`src/rtl/skid_buf32.sv`:
```
// Two-entry elastic buffer (main + skid) with valid/ready on both sides; in_ready and out_valid come straight from flops.
// Zero-bubble streaming at one word per cycle, plus a saturating downstream-stall counter for debug.
module skid_buf32 #(
  parameter int WIDTH = 32,
  parameter int CNT_W = 16
) (
  input  logic             clk,
  input  logic             res,
  input  logic [WIDTH-1:0] in_data,
  input  logic             in_valid,
  output logic             in_ready,
  output logic [WIDTH-1:0] out_data,
  output logic             out_valid,
  input  logic             out_ready,
  input  logic             flush,
  output logic [1:0]       count,
  output logic [CNT_W-1:0] stall_cnt
);

  typedef enum logic [1:0] {
    EMPTY = 2'd0,
    BUSY  = 2'd1,
    FULL  = 2'd2
  } state_e;

  state_e           state_q, state_d;
  logic [WIDTH-1:0] main_q, main_d;
  logic [WIDTH-1:0] skid_q, skid_d;
  logic [CNT_W-1:0] stall_q, stall_d;
  logic             in_ready_q;
  logic             out_valid_q;
  logic             push;
  logic             pop;

  assign push = in_valid & in_ready_q;
  assign pop  = out_valid_q & out_ready;

  always_comb begin
    state_d = state_q;
    main_d  = main_q;
    skid_d  = skid_q;
    stall_d = stall_q;

    case (state_q)
      EMPTY: begin
        if (push) begin
          main_d  = in_data;
          state_d = BUSY;
        end
      end
      BUSY: begin
        if (push && pop) begin
          main_d = in_data;
        end else if (push) begin
          skid_d  = in_data;
          state_d = FULL;
        end else if (pop) begin
          state_d = EMPTY;
        end
      end
      FULL: begin
        if (pop) begin
          main_d  = skid_q;
          state_d = BUSY;
        end
      end
      default: state_d = EMPTY;
    endcase

    // Flush drops everything queued but leaves the data registers untouched.
    if (flush) begin
      state_d = EMPTY;
      main_d  = main_q;
      skid_d  = skid_q;
    end

    if (out_valid_q && !out_ready && (stall_q != {CNT_W{1'b1}})) begin
      stall_d = stall_q + CNT_W'(1);
    end
  end

  always_ff @(posedge clk or posedge res) begin
    if (res) begin
      state_q     <= EMPTY;
      main_q      <= '0;
      skid_q      <= '0;
      stall_q     <= '0;
      in_ready_q  <= 1'b1;
      out_valid_q <= 1'b0;
    end else begin
      state_q     <= state_d;
      main_q      <= main_d;
      skid_q      <= skid_d;
      stall_q     <= stall_d;
      in_ready_q  <= (state_d != FULL);
      out_valid_q <= (state_d != EMPTY);
    end
  end

  assign in_ready  = in_ready_q;
  assign out_valid = out_valid_q;
  assign out_data  = main_q;
  assign count     = state_q;
  assign stall_cnt = stall_q;

endmodule
```
`config.mk`:
```
export PLATFORM = sky130hd
export DESIGN_NAME = skid_buf32
export DESIGN_NICKNAME = d
export VERILOG_FILES = /design/src/rtl/skid_buf32.sv
export SDC_FILE = /design/constraint.sdc
export NUM_CORES = 1
export LEC_CHECK = 0
export BUFFER_PORTS_ARGS = -buffer_cell sky130_fd_sc_hd__buf_4
export CORE_ASPECT_RATIO = 2
export CORE_MARGIN = 5
export CORE_UTILIZATION = 30
export DETAILED_ROUTE_END_ITERATION = 10
export MAX_ROUTING_LAYER = met4
export PLACE_DENSITY = 0.63
export SYNTH_ARGS = -nofsm -noshare
export SYNTH_HDL_FRONTEND = slang
export SYNTH_SLANG_ARGS = --single-unit
```
`constraint.sdc`:
```
create_clock -name clk -period 2.5 [get_ports clk]
set_input_delay 0.5 -clock clk [delete_from_list [all_inputs] [get_ports clk]]
set_output_delay 0.5 -clock clk [all_outputs]
set_load 0.01 [all_outputs]
```
# After elaboration in Yosys (flattened, before gate mapping)
# Cells that the tools add are included.
# totals
ff_bits	84
inputBits	37
output_inout_bits	52
elab_cells	38
# op_classes
n_addsub	1
n_eq_ne	7
muxes	11
n_bitwise	4
reduce_logical	9
# ops
op	n
2-to-1 mux 32 bit	3
one-hot mux 32 bit (3 select lines)	1
adder 16 x 1 -> 16 bit, second input constant	1
inequality test 16 bit, second input constant	1
2-to-1 mux 2 bit	6
inequality test 2 bit, second input constant	4
one-hot mux 2 bit (3 select lines)	1
AND reduction 5 bit	1
AND reduction 4 bit	1
logical AND 1 bit	3
nonzero test 3 bit	1
AND 1 bit	2
== test 2 x 1 -> 1 bit, second input constant	1
== test 2 bit, second input constant	1
zero test 2 bit	1
inverter 1 bit	2
nonzero test 2 bit	1
zero test 1 bit	1

# Longest topological paths before layout
# logic_depth
word_depth	7
depth_mapped	6
ltp_nobuf	5

# Worst setup path after synthesis
# Ideal clock, no wire load.
# synth_path
path_type	reg2reg
startpoint	reg state_q[1] (netlist: count[1])
endpoint	reg main_q[0] (netlist: out_data[0])
setup_time_ps	125
t_arrival_ps	1663
required_ps	2375
path_slack_ps	712
stages_incl_launch_ff	6
synth_period_minus_slack_ps	1788
cell_sequence	dfrtp_1 nand2b_1 buf_2 clkbuf_1 mux2_2 mux2_2
# synth_between
elab_chain_len	3
word_cells_on_any_way	9
# synth_lines
item	line	rtl
start, declared	26	state_e state_q, state_d;
start signal, assigned	91	state_q <= state_d;
== test 2 x 1 -> 1 bit (tied with other cells)	44	case (state_q)
inequality test 2 bit (no source line) or nonzero test 3 bit (tied branches)	n/a	
AND reduction 5 bit (no source line)	n/a	
end signal, assigned	92	main_q <= main_d;
end, declared	27	logic [WIDTH-1:0] main_q, main_d;
# Parallel ways exist; a longest one is shown, timed or not.
# A chain may end at the register's enable or synchronous reset.

# Final worst setup path
# layout_path
startpoint	reg stall_q[0] (netlist: stall_cnt[0])
endpoint	reg stall_q[12] (netlist: stall_cnt[12])
# layout_between
elab_chain_len	2
word_cells_on_any_way	3
# layout_lines
item	line	rtl
start, declared	29	logic [CNT_W-1:0] stall_q, stall_d;
start signal, assigned	94	stall_q <= stall_d;
branches (longest 2 deep; another with adder 16 x 1 -> 16 bit)	n/a	
# Parallel ways; which one is timed is not known.

==> impl_metrics.csv <==
group,metric,value,unit
outcome,outcome,"finished, final reports clean",
global_route,grt_first_pass_wirelength,13.97,mm
critical_path,required,2760,ps
global_route,track_usage,12.37,%
global_route,grt_max_degree,85,
route,wl_per_cell,16.15,um
placement,gp_congestion,0.8146,
timing,finClkSkew,12.54,ps
route,initialDrtViolationCount,54,
critical_path,r2r_start,"stall_cnt[0]",
run,cap_viol_max_count,0,
route,first_pass_iters,4,
critical_path,crit_arrival,2190,ps
critical_path,cp-start-kind,"register",
critical_path,critPathLaunch,"stall_cnt[0]",
yosys,synth.distinct_cells,39,
global_route,grt_pass1_vias,2696,
yosys,synth_top_family_by_area,"multiplexers",
yosys,syn_inst,267,
timing,min_period,1928,ps
timing,slew-limit-headroom,62.67,%
clock_network,clk_pin_slew_worst_paths,70,ps
critical_path,reg2reg_depth,5,
yosys,synth_top_cells_by_area,"dfrtp_1, mux2_2, xor2_1, nor3_1, nand4_1",
yosys,post-synth-top-count-cell,"mux2_2",
die,ios,89,
die,coreArea,12480,um^2
global_route,antenna_found_initial,0,
timing,finalSetupViolCount,0,
cells_and_area,syn_to_final_growth,30.67,%
yosys,yosys.area_share.simple,7.685,%
yosys,yosys_warnings,0,
yosys,async_reset_ff_share,100.0,%
yosys,netlist_area,3777,um^2
die,start_util,30.26,%
cells_and_area,fillers,1202,
cells_and_area,nets,400,
clock_network,clock_sink_count,84,
yosys,synth_commonest_cells,"mux2_2, dfrtp_1, nor3_1",
clock_network,cts_setup_buffers,0,
clock_network,ctsHoldBuffers,0,
timing,drv_slew,0,
timing,fin_setup_tns,0,ps
critical_path,r2r-end,"stall_cnt[12]",
cells_and_area,multiInputGateArea,1605,um^2
die,die_y,168.7,um
yosys,synth_xor_area_share,2.087,%
timing,rsz0062_at_grt,"no",
critical_path,critPathKind,"reg -> reg",
yosys,synth_top_area_share,54.99,%
cells_and_area,layout-drive-gt1-share,59.95,%
pwr,peakVddDrop,670.8,uV
cells_and_area,regArea,2103,um^2
critical_path,endpoint,"stall_cnt[12]",
clock_network,clk_latency,340,ps
yosys,synth.area.mux_share,29.51,%
yosys,ys.flop_type,"dfrtp_1",
pwr,p_leak,2.225,nW
die,dieArea,15070,um^2
route,drc,0,
critical_path,rrSetupSlack,570,ps
yosys,yosys.area.top_type,"dfrtp_1",
yosys,syn_nets,305,
min_path,worst_hold_path_type,"in -> async",
route,drt-vias-per-instance,4.820,
clock_network,root_buffer,"clkbuf_16",
die,die_w,89.35,um
route,via_count,2492,
yosys,synth-seq-cells,84,
placement,io_buffers,88,
yosys,synth_compound_area_share,2.683,%
placement,hpwlAfterDp,5.990,mm
timing,timing.fmax,518.8,MHz
clock_network,postCtsResizedCells,0,
yosys,synthAdderAreaFrac,0.3312,%
clock_network,htreeDepth,3,
clock_network,cts_tree,"done",
global_route,grt.overflow.total,0,
critical_path,cp-end-kind,"register",
clock_network,cts_buffers,9,
timing,worst_pin_slew,555.6,ps
yosys,avgSynthCellArea,14.15,um^2
die,rows,58,
timing,hold_viol,0,
critical_path,critPathMaxFanout,8,
clock_network,cts_buffer_depth,2,
route,wl,8.348,mm
route,final_antenna_net_count,0,
pwr,powerDensity,952.4,nW/um^2
cells_and_area,utilization,39.54,%
yosys,synth_edf_count,0,
yosys,seq_area_frac_synth,55.68,%
cells_and_area,n_antenna_cell,0,
timing,fin_crit_sh,77.10,%
routing by layer:
| metal | wire length [um] | vias to the layer above | GRT usage (%) | share of wire, % |
|---|---|---|---|---|
| met2 | 4558 | 71 | 20.91 | 55 |
| met1 | 3042 | 1241 | 13.15 | 36 |
| li1 | - | 1163 | - | - |
| met4 | 267 | 0 | 6.092 | 3.2 |
| met3 | 478 | 17 | 2.923 | 5.7 |
| met5 | 0 | - | - | 0 |
worst min path at each step:
stage	startpoint	end	slack, ps	cells after the start
final	res	stall_cnt[3]	270	3
after global routing	res	stall_cnt[3]	320	3
after CTS	res	skid_q[3]	300	3
after detailed placement	skid_q[3]	skid_q[3]	490	1
after global placement	skid_q[15]	skid_q[15]	480	1
after floorplan	skid_q[0]	skid_q[0]	480	1
cell type report:
class | count | share of cell area (%)
clock buffers | 9 | 4.563
clock inverters | 7 | 1.496
inverters | 3 | 0.3042
multi-input cells | 169 | 32.52
flip-flops and latches | 84 | 42.61
well taps | 150 | 3.802
repair buffers | 95 | 14.70
cell families after synthesis:
logic type | count (synthesis)
adder cells (fa/ha/maj) | 1
flip-flops | 84
multiplexers | 99
AND/OR/NAND/NOR | 46
buffers and inverters | 14
XOR/XNOR | 9
AO/OA/AOI/OAI | 14
cells in the final DEF, fill, tap and decap left out, types with 3 or more instances in the layout:
cell type and count:
xnor2_1 3, dfrtp_1 83, a21oi_1 4, and3_1 3, nor3_1 7, clkbuf_16 9
nand4_1 5, xor2_1 6, inv_6 3, buf_4 94, nand3_1 4, nor2_1 4
nand2_1 6, mux2_2 99
power breakdown:
part	switching, mW	internal (mW)
Clock	0.555	0.781
Combinational	0.475	0.763
Sequential	0.287	1.84
Total	1.32	3.38
critical path: stages (launching register included):
cell and delay, ps:
dfrtp_1 440, ha_1 190, nand3_1 220, or4_4 570, nor3_1 270, xor2_1 180
metrics by stage:
| step | setup WS (ps) | hold slack, ps | area (um^2) | power [mW] | std cells |
|---|---|---|---|---|---|
| global placement | 476.1 | 484.1 | 4637 | 3.367 | 501 |
| finish | 572.4 | 273.3 | 4936 | 4.701 | 517 |
| detailed placement | 427.3 | 492.5 | 4637 | 3.426 | 501 |
| CTS | 530.5 | 297.6 | 4936 | 4.797 | 517 |
| global route | 373.1 | 315.5 | 4936 | 5.008 | 517 |
| floorplan | 712.2 | 476.7 | 3781 | 2.809 | 267 |
sequential cells by signal, indices dropped and copies added, names as in the netlist:
name and count:
out_data 32, skid_q 32, stall_cnt 16, count 2, in_ready 1, out_valid 1
No activity file was read; power rests on OpenSTA's default activity.
